### src/rtl/core_sequencer_if.sv
// Sequencer-side bundle: run control, fetch port, decoder sample, ALU handshake, write-back, status.
// The sequencer owns the master modport; memory/decoder/ALU/GPR side uses slave.
interface core_sequencer_if;
  logic        i_run;
  logic        o_fetch_req;
  logic [63:0] o_fetch_addr;
  logic        i_fetch_ack;
  logic [31:0] i_fetch_data;
  logic [31:0] o_insn;
  logic        i_dec_valid;
  logic [3:0]  i_dec_to_state;
  logic [63:0] i_dec_src1;
  logic [4:0]  i_dec_dst;
  logic        o_alu_start;
  logic        i_alu_done;
  logic [63:0] i_alu_result;
  logic        o_wb_en;
  logic [4:0]  o_wb_addr;
  logic [63:0] o_wb_data;
  logic [63:0] o_pc;
  logic [3:0]  o_state;
  logic        o_halted;
  logic        o_trap;
  logic [1:0]  o_trap_cause;

  modport master (
    input  i_run, i_fetch_ack, i_fetch_data, i_dec_valid, i_dec_to_state, i_dec_src1,
           i_dec_dst, i_alu_done, i_alu_result,
    output o_fetch_req, o_fetch_addr, o_insn, o_alu_start, o_wb_en, o_wb_addr, o_wb_data,
           o_pc, o_state, o_halted, o_trap, o_trap_cause
  );

  modport slave (
    output i_run, i_fetch_ack, i_fetch_data, i_dec_valid, i_dec_to_state, i_dec_src1,
           i_dec_dst, i_alu_done, i_alu_result,
    input  o_fetch_req, o_fetch_addr, o_insn, o_alu_start, o_wb_en, o_wb_addr, o_wb_data,
           o_pc, o_state, o_halted, o_trap, o_trap_cause
  );
endinterface

### src/rtl/core_sequencer.sv
// Core control FSM: fetch, decode sample, ALU sequencing, GPR write-back, PC advance, halt/trap.
// Optional fetch watchdog enabled by defining CORE_SEQ_FETCH_TIMEOUT_EN.
module core_sequencer #(
  parameter logic [63:0] RESET_PC      = 64'h0,
  parameter int unsigned FETCH_TIMEOUT = 255
) (
  input logic              i_clk,
  input logic              i_rst_n,
  core_sequencer_if.master bus
);

  typedef enum logic [3:0] {
    StIdle      = 4'd0,
    StFetch     = 4'd1,
    StDecode    = 4'd2,
    StExecute   = 4'd3,
    StSrc1ToDst = 4'd4,
    StWriteback = 4'd5,
    StHalt      = 4'd6,
    StTrap      = 4'd7
  } state_e;

  localparam logic [1:0] CauseInvalid = 2'b01;
  localparam logic [1:0] CauseUnsup   = 2'b10;

  state_e      state_q, state_d;
  logic [63:0] pc_q, pc_d;
  logic [31:0] insn_q, insn_d;
  logic [4:0]  dst_q, dst_d;
  logic        fetch_req_q, fetch_req_d;
  logic        alu_start_q, alu_start_d;
  logic        wb_en_q, wb_en_d;
  logic [4:0]  wb_addr_q, wb_addr_d;
  logic [63:0] wb_data_q, wb_data_d;
  logic        halted_q, halted_d;
  logic        trap_q, trap_d;
  logic [1:0]  cause_q, cause_d;

`ifdef CORE_SEQ_FETCH_TIMEOUT_EN
  localparam int unsigned CntW = ($clog2(FETCH_TIMEOUT + 1) > 8) ? $clog2(FETCH_TIMEOUT + 1) : 8;
  localparam logic [CntW-1:0] TimeoutLast  = CntW'(FETCH_TIMEOUT - 1);
  localparam logic [1:0]      CauseTimeout = 2'b11;
  logic [CntW-1:0] cnt_q, cnt_d;
`else
  logic unused_fetch_timeout;
  assign unused_fetch_timeout = ^FETCH_TIMEOUT;
`endif

  always_comb begin
    state_d   = state_q;
    pc_d      = pc_q;
    insn_d    = insn_q;
    dst_d     = dst_q;
    wb_addr_d = wb_addr_q;
    wb_data_d = wb_data_q;
    cause_d   = cause_q;
`ifdef CORE_SEQ_FETCH_TIMEOUT_EN
    cnt_d     = cnt_q;
`endif
    unique case (state_q)
      StIdle: begin
        if (bus.i_run) state_d = StFetch;
      end
      StFetch: begin
        // An ack on the terminal watchdog cycle still wins.
        if (bus.i_fetch_ack) begin
          insn_d  = bus.i_fetch_data;
          state_d = StDecode;
        end
`ifdef CORE_SEQ_FETCH_TIMEOUT_EN
        else if (cnt_q == TimeoutLast) begin
          state_d = StTrap;
          cause_d = CauseTimeout;
        end else begin
          cnt_d = cnt_q + CntW'(1);
        end
`endif
      end
      StDecode: begin
        if (!bus.i_dec_valid) begin
          state_d = StTrap;
          cause_d = CauseInvalid;
        end else begin
          case (bus.i_dec_to_state)
            StHalt: state_d = StHalt;
            StSrc1ToDst: begin
              wb_addr_d = bus.i_dec_dst;
              wb_data_d = bus.i_dec_src1;
              state_d   = StWriteback;
            end
            StExecute: begin
              dst_d   = bus.i_dec_dst;
              state_d = StExecute;
            end
            default: begin
              state_d = StTrap;
              cause_d = CauseUnsup;
            end
          endcase
        end
      end
      StExecute: begin
        if (bus.i_alu_done) begin
          wb_addr_d = dst_q;
          wb_data_d = bus.i_alu_result;
          state_d   = StWriteback;
        end
      end
      StWriteback: begin
        pc_d    = pc_q + 64'd4;
        state_d = bus.i_run ? StFetch : StIdle;
      end
      StHalt, StTrap: ;
      default: state_d = StIdle;
    endcase
`ifdef CORE_SEQ_FETCH_TIMEOUT_EN
    if (state_d == StFetch && state_q != StFetch) cnt_d = '0;
`endif
    // Status outputs are registered, so derive them from the state being entered.
    fetch_req_d = (state_d == StFetch);
    alu_start_d = (state_q == StDecode) && (state_d == StExecute);
    wb_en_d     = (state_d == StWriteback);
    halted_d    = (state_d == StHalt);
    trap_d      = (state_d == StTrap);
  end

  always_ff @(posedge i_clk or negedge i_rst_n) begin
    if (!i_rst_n) begin
      state_q     <= StIdle;
      pc_q        <= RESET_PC;
      insn_q      <= '0;
      dst_q       <= '0;
      fetch_req_q <= 1'b0;
      alu_start_q <= 1'b0;
      wb_en_q     <= 1'b0;
      wb_addr_q   <= '0;
      wb_data_q   <= '0;
      halted_q    <= 1'b0;
      trap_q      <= 1'b0;
      cause_q     <= '0;
`ifdef CORE_SEQ_FETCH_TIMEOUT_EN
      cnt_q       <= '0;
`endif
    end else begin
      state_q     <= state_d;
      pc_q        <= pc_d;
      insn_q      <= insn_d;
      dst_q       <= dst_d;
      fetch_req_q <= fetch_req_d;
      alu_start_q <= alu_start_d;
      wb_en_q     <= wb_en_d;
      wb_addr_q   <= wb_addr_d;
      wb_data_q   <= wb_data_d;
      halted_q    <= halted_d;
      trap_q      <= trap_d;
      cause_q     <= cause_d;
`ifdef CORE_SEQ_FETCH_TIMEOUT_EN
      cnt_q       <= cnt_d;
`endif
    end
  end

  assign bus.o_fetch_req  = fetch_req_q;
  assign bus.o_fetch_addr = pc_q;
  assign bus.o_insn       = insn_q;
  assign bus.o_alu_start  = alu_start_q;
  assign bus.o_wb_en      = wb_en_q;
  assign bus.o_wb_addr    = wb_addr_q;
  assign bus.o_wb_data    = wb_data_q;
  assign bus.o_pc         = pc_q;
  assign bus.o_state      = state_q;
  assign bus.o_halted     = halted_q;
  assign bus.o_trap       = trap_q;
  assign bus.o_trap_cause = cause_q;

endmodule

### src/flat_wrapper.sv
// flat-port wrapper written by rule: the top's interface ports become plain ports
module core_sequencer_flat 
#(
  parameter logic [63:0] RESET_PC      = 64'h0,
  parameter int unsigned FETCH_TIMEOUT = 255
)
  (i_clk, i_rst_n, bus_i_run, bus_i_fetch_ack, bus_i_fetch_data, bus_i_dec_valid, bus_i_dec_to_state, bus_i_dec_src1, bus_i_dec_dst, bus_i_alu_done, bus_i_alu_result, bus_o_fetch_req, bus_o_fetch_addr, bus_o_insn, bus_o_alu_start, bus_o_wb_en, bus_o_wb_addr, bus_o_wb_data, bus_o_pc, bus_o_state, bus_o_halted, bus_o_trap, bus_o_trap_cause);
  core_sequencer_if bus_i ();
  input logic i_clk;
  input logic i_rst_n;
  input wire logic [$bits(bus_i.i_run)-1:0] bus_i_run;
  input wire logic [$bits(bus_i.i_fetch_ack)-1:0] bus_i_fetch_ack;
  input wire logic [$bits(bus_i.i_fetch_data)-1:0] bus_i_fetch_data;
  input wire logic [$bits(bus_i.i_dec_valid)-1:0] bus_i_dec_valid;
  input wire logic [$bits(bus_i.i_dec_to_state)-1:0] bus_i_dec_to_state;
  input wire logic [$bits(bus_i.i_dec_src1)-1:0] bus_i_dec_src1;
  input wire logic [$bits(bus_i.i_dec_dst)-1:0] bus_i_dec_dst;
  input wire logic [$bits(bus_i.i_alu_done)-1:0] bus_i_alu_done;
  input wire logic [$bits(bus_i.i_alu_result)-1:0] bus_i_alu_result;
  output wire logic [$bits(bus_i.o_fetch_req)-1:0] bus_o_fetch_req;
  output wire logic [$bits(bus_i.o_fetch_addr)-1:0] bus_o_fetch_addr;
  output wire logic [$bits(bus_i.o_insn)-1:0] bus_o_insn;
  output wire logic [$bits(bus_i.o_alu_start)-1:0] bus_o_alu_start;
  output wire logic [$bits(bus_i.o_wb_en)-1:0] bus_o_wb_en;
  output wire logic [$bits(bus_i.o_wb_addr)-1:0] bus_o_wb_addr;
  output wire logic [$bits(bus_i.o_wb_data)-1:0] bus_o_wb_data;
  output wire logic [$bits(bus_i.o_pc)-1:0] bus_o_pc;
  output wire logic [$bits(bus_i.o_state)-1:0] bus_o_state;
  output wire logic [$bits(bus_i.o_halted)-1:0] bus_o_halted;
  output wire logic [$bits(bus_i.o_trap)-1:0] bus_o_trap;
  output wire logic [$bits(bus_i.o_trap_cause)-1:0] bus_o_trap_cause;
  assign bus_i.i_run = bus_i_run;
  assign bus_i.i_fetch_ack = bus_i_fetch_ack;
  assign bus_i.i_fetch_data = bus_i_fetch_data;
  assign bus_i.i_dec_valid = bus_i_dec_valid;
  assign bus_i.i_dec_to_state = bus_i_dec_to_state;
  assign bus_i.i_dec_src1 = bus_i_dec_src1;
  assign bus_i.i_dec_dst = bus_i_dec_dst;
  assign bus_i.i_alu_done = bus_i_alu_done;
  assign bus_i.i_alu_result = bus_i_alu_result;
  assign bus_o_fetch_req = bus_i.o_fetch_req;
  assign bus_o_fetch_addr = bus_i.o_fetch_addr;
  assign bus_o_insn = bus_i.o_insn;
  assign bus_o_alu_start = bus_i.o_alu_start;
  assign bus_o_wb_en = bus_i.o_wb_en;
  assign bus_o_wb_addr = bus_i.o_wb_addr;
  assign bus_o_wb_data = bus_i.o_wb_data;
  assign bus_o_pc = bus_i.o_pc;
  assign bus_o_state = bus_i.o_state;
  assign bus_o_halted = bus_i.o_halted;
  assign bus_o_trap = bus_i.o_trap;
  assign bus_o_trap_cause = bus_i.o_trap_cause;
  core_sequencer #(.RESET_PC(RESET_PC), .FETCH_TIMEOUT(FETCH_TIMEOUT)) u_core (.i_clk(i_clk), .i_rst_n(i_rst_n), .bus(bus_i));
endmodule
### config.mk
export PLATFORM = sky130hd
export DESIGN_NAME = core_sequencer_flat
export DESIGN_NICKNAME = d
export VERILOG_FILES = /design/src/rtl/core_sequencer_if.sv /design/src/rtl/core_sequencer.sv /design/src/flat_wrapper.sv
export SDC_FILE = /design/constraint.sdc
export NUM_CORES = 1
export LEC_CHECK = 0
export ABC_AREA = 1
export CORE_ASPECT_RATIO = 0.75
export CORE_MARGIN = 3
export CORE_UTILIZATION = 40
export CTS_CLUSTER_DIAMETER = 80
export DETAILED_ROUTE_END_ITERATION = 6
export MAX_ROUTING_LAYER = met4
export PLACE_DENSITY_LB_ADDON = 0.1
export REMOVE_ABC_BUFFERS = 1
export SLEW_MARGIN = 0
export SYNTH_ARGS = -nofsm -noshare
export SYNTH_HDL_FRONTEND = slang
export SYNTH_SLANG_ARGS = --single-unit
### constraint.sdc
create_clock -name i_clk -period 1.9 [get_ports i_clk]
set_clock_uncertainty 0.05 [all_clocks]
set_input_delay 0.285 -clock i_clk [delete_from_list [all_inputs] [get_ports i_clk]]
set_output_delay 0.285 -clock i_clk [all_outputs]
set_load 0.005 [all_outputs]
# Yosys cells after proc, flatten, opt, wreduce, memory -nomap -nowiden

Cells that the tools add are included.

Bits of input ports: 175
Logic and storage cells: 57
Output and inout port bits: 240
Flip-flop bits (word level): 181

$add $sub $neg: 1
Reductions and logical operators: 9
Equal/unequal tests: 18
Muxes and demuxes: 17

Operators with widths:

| kind                                           | number |
|---|---|
| 2-to-1 mux 64 bit                              | 3 |
| case mux 64 bit (2 select lines)               | 1 |
| adder 64 x 3 -> 64 bit (second input constant) | 1 |
| == test 4 x 3 -> 1 bit (second input constant) | 8 |
| case mux 4 bit (6 select lines)                | 1 |
| == test 4 x 2 -> 1 bit (second input constant) | 4 |
| 2-to-1 mux 4 bit                               | 4 |
| 2-to-1 mux 5 bit                               | 3 |
| case mux 5 bit (2 select lines)                | 1 |
| case mux 3 bit (3 select lines)                | 1 |
| == test 4 x 1 -> 1 bit (second input constant) | 2 |
| inequality test 2 bit (second input constant)  | 4 |
| logical NOT 4 bit                              | 1 |
| 2-to-1 mux 2 bit                               | 2 |
| AND reduction 2 bit                            | 2 |
| AND reduction 4 bit                            | 1 |
| AND reduction 3 bit                            | 1 |
| OR reduction 3 bit                             | 1 |
| nonzero test 2 bit                             | 1 |
| OR reduction 2 bit                             | 1 |
| logical AND 1 bit                              | 1 |
| 2-to-1 mux 1 bit                               | 1 |

# Longest topological paths before layout

Depth after elaboration: 6
Mapped depth: 11
Gate-level depth less buffers: 10

# Least setup slack after synthesis

OpenSTA, ideal clock, no wires.

Path type: flip-flop to flip-flop
From: register u_core.state_q[1], in the netlist u_core.bus.o_state[1]
To: register u_core.pc_q[35], in the netlist u_core.bus.o_fetch_addr[35]
Arrival: 1462 ps
Setup time: 125 ps
Clock period less this slack: 1638 ps
Stages on the path, launching flop included: 8
Path buffers: 0
Slack: 262 ps
Cell sequence: dfrtp_1 > inv_1 > nand2_1 > nor2_2 > nand3_1 > nor3_1 > nand2_1 > xnor2_1

Cells in the longest elaborated chain, start to end: 1

Ends and longest elaborated chain:

| what                   | line                  | RTL |
|---|---|---|
| start, declared        | core_sequencer.sv:26  | `state_e state_q, state_d;` |
| start signal, assigned | core_sequencer.sv:129 | `state_q <= StIdle;` |
| start signal, assigned | core_sequencer.sv:145 | `state_q <= state_d;` |
| == test 4 x 3 -> 1 bit | core_sequencer.sv:60  | `unique case (state_q)` |
| end signal, assigned   | core_sequencer.sv:146 | `pc_q <= pc_d;` |
| end, declared          | core_sequencer.sv:27  | `logic [63:0] pc_q, pc_d;` |

Every way passes these cells.
A chain may end at the register's enable or synchronous reset.

# Worst setup path after layout

From: register u_core.pc_q[50], in the netlist u_core.bus.o_fetch_addr[50]
To: output bus_o_pc[50]

RTL lines:

| what          | line               | RTL |
|---|---|---|
| end, declared | flat_wrapper.sv:27 | `output wire logic [$bits(bus_i.o_pc)-1:0] bus_o_pc;` |

No word-level cell between the ends.

==> results_dict.tcl <==
set metrics [dict create \
    status "finished, final reports clean" \
    yosys.area_share.simple 0.2277 \
    synth_compound_area_frac 0.04580 \
    die-width_um 184.8 \
    worst_hold_slack_ns 0.2683 \
    finalWeightedCongestion 0.9299 \
    fmax_mhz 536.3 \
    antenna_found_initial 1 \
    wl_mm 32.15 \
    synth_seq_area_share 0.4671 \
    core_area_um2 23300 \
    placed_cells 1775 \
    pre_cts_ws_ns -0.1264 \
    drc_errors 0 \
    cts_buffers 17 \
    avgSynthCellArea_um2 8.670 \
    cts_max_level 4 \
    r2r-start "u_core.bus.o_state[1]" \
    vias 8903 \
    drtPass1Iterations 7 \
    ir_drop_v 0.0007631 \
    ant_nets 0 \
    clk_path_buf_depth 2 \
    power_mw 14.37 \
    drv_cap 0 \
    path_max_fanout 6 \
    drtIter0Drc 694 \
    crit_type "reg -> out" \
    rrSetupSlack_ns 0.11 \
    routedWlPerCell_um 17.70 \
    layout.nets 1678 \
    synthToLayoutAreaGrowth_pct 53.48 \
    first_global_vias 8664 \
    cp_num_cells 1 \
    finalCriticalPeriod_ns 1.865 \
    final_common_cell "clkdlybuf4s50_1" \
    clk_pin_slew_ns 0.07 \
    netlist_area_um2 9589 \
    cp_slowest_cell "clkdlybuf4s50_1" \
    grt_max_degree 65 \
    place_hpwl_mm 24.84 \
    dpl_cell_area_um2 13860 \
    grt_first_pass_wirelength_mm 48.29 \
    rsz0062_at_grt "true" \
    worst_r2r_endpoint "u_core.bus.o_wb_data[58]" \
    tritoncts "done" \
    worst_slack_ns 0.03542 \
    ys_seq_elements 179 \
    cp_data_arrival_time_ns 1.53 \
    io_pins 415 \
    synth_cells 1106 \
    clk_latency_ns 0.44 \
    ys_types 31 \
    finalHoldViolations 0 \
    worstPathCellList "clkdlybuf4s50_1" \
    p_leak_nw 6.374 \
    rows 48 \
    critPathBufInv 1 \
    initial_core_util 0.4115 \
    drive_gt1_frac 0.1597 \
    root_buffer "clkbuf_16" \
    power.density_nw_per_um2 976.4 \
    slew_violations 0 \
    synthMuxAreaShare 0.1127 \
    period_share 0.9814 \
    most-common-layout-cells "clkdlybuf4s50_1, nand2_1, dfrtp_1" \
    critical_path.top_delay_family "buffers and inverters" \
    synth_top_family_by_area "simple AND/OR/NAND/NOR gates" \
    rr_worst_depth 11 \
    cp.required_ns 1.56 \
    track_usage 0.2487 \
    gr-total-overflow 0 \
    synthXorXnorAreaFrac 0.03653 \
    chipHeight_um 140.1 \
    endpoint_kind "output pin" \
    io_buffers 410 \
    final-instance-count-excl-fill 1816 \
    startpoint_type "flip-flop" \
    die-area_um2 25890 \
    setup_violations 0 \
    via_per_inst 4.903 \
    final_design_area_no_fill_um2 14720 \
    cts_num_sinks 179 \
    synth-adder-area-share 0.001305 \
    cpPeakStageDelay_ns 0.57 \
    yosys_warnings 0 \
    hold_class "in -> async" \
]
area by class of cell:
type / instances / area (um^2)
fillers: 2043 / 8584
diodes: 1 / 2.502
multi-input cells: 752 / 4184
flip-flops and latches: 179 / 4491
clock buffers: 17 / 425.4
well taps: 300 / 375.4
clock inverters: 15 / 187.7
repair buffers: 473 / 4756
inverters: 79 / 296.5
timing repair:
| item | in CTS | in global routing |
|---|---|---|
| hold buffers | 1 | 0 |
| resized for setup | 2 | 42 |
| gates cloned | 0 | 3 |
| setup buffers | 0 | 4 |
| endpoints found under the hold margin | 59 | 0 |
| pin swaps | 0 | 3 |
| setup endpoints to repair | 4 | 104 |
cells by family (layout without fill, tap and decap cells):
kind of cell | after synthesis | count (layout)
muxes | 96 | 96
and+or+nand+nor | 523 | 523
DFF | 179 | 179
xor gates and xnor gates | 40 | 40
adders and majority gates | 1 | 1
other | 1 | 6
buffers and inverters | 179 | 584
AOI/OAI and AO/OA | 87 | 87
worst max-delay path by stage:
stage | end | slack, ns | startpoint
2_1_floorplan | u_core.bus.o_wb_addr[0] | -1.34 | u_core.bus.o_state[3]
3_3_place_gp | u_core.bus.o_trap | -0.07 | bus_i_dec_to_state[2]
3_5_place_dp | u_core.bus.o_wb_addr[4] | -0.13 | bus_i_dec_to_state[2]
4_1_cts | bus_o_state[0] | 0.002 | u_core.bus.o_state[0]
5_1_grt | u_core.bus.o_fetch_addr[47] | -0.02 | u_core.bus.o_state[3]
6_report | bus_o_pc[50] | 0.04 | u_core.bus.o_fetch_addr[50]
power by group:
group          total [mW]  internal, mW  switching (mW)
Clock                3.70          2.00            1.69
Sequential           5.60          4.98           0.626
Combinational        5.07          3.18            1.89
Total                14.4          10.2            4.21
synth_stat cells (all sizes together):
cell type	number	area, um^2
nand2	322	1216
dfrtp	179	4479
nor2	118	490.5
mux2	96	1081
buf	91	706.9
o21ai	80	400.4
inv	79	296.5
nand3	39	195.2
nand4	26	162.7
xnor2	25	219.0
xor2	15	131.4
clkbuf	9	36.29
nor3	7	40.04
a21oi	6	30.03
nand3b	6	45.04
nor3b	2	15.01
and3	1	6.260
conb	1	3.750
ha	1	12.51
nor4	1	6.260
o21a	1	8.760
or2	1	6.260
state kept, by name, indices dropped and copies added (netlist names):
register and count:
u_core.bus.o_wb_en 1, u_core.bus.o_fetch_req 1, u_core.bus.o_halted 1, u_core.bus.o_fetch_addr 62, u_core.bus.o_alu_start 1, u_core.bus.o_insn 32, u_core.bus.o_trap 1, u_core.dst_q 5
u_core.bus.o_trap_cause 2, u_core.bus.o_state 4, u_core.bus.o_wb_addr 5, u_core.bus.o_wb_data 64
metal layers:
layer,vias up,routed length (um),GRT usage
met4,0,533,0.06235
li1,4270,-,-
met5,-,0,-
met3,32,3143,0.08411
met2,343,14910,0.3793
met1,4258,13570,0.3205
per-stage QoR:
step,setup TNS (ns),utilization
3_3_place_gp,-3.277,0.5948
6_report,0,0.6316
4_1_cts,0,0.6216
3_5_place_dp,-6.183,0.5948
5_1_grt,-0.04880,0.6316
2_1_floorplan,-102.43,-
worst reg2reg max path, cell delays in order, from the launching register on:
cell and delay, ns:
dfrtp_2 0.41, buf_4 0.14, nand2_2 0.06, nor2_4 0.17, buf_4 0.14, nand2_2 0.06, nand2_2 0.13, nor2_4 0.06
buf_4 0.16, clkbuf_16 0.18, nand2_1 0.07, nand2_1 0.05
Power figures use the tool's default switching activity.
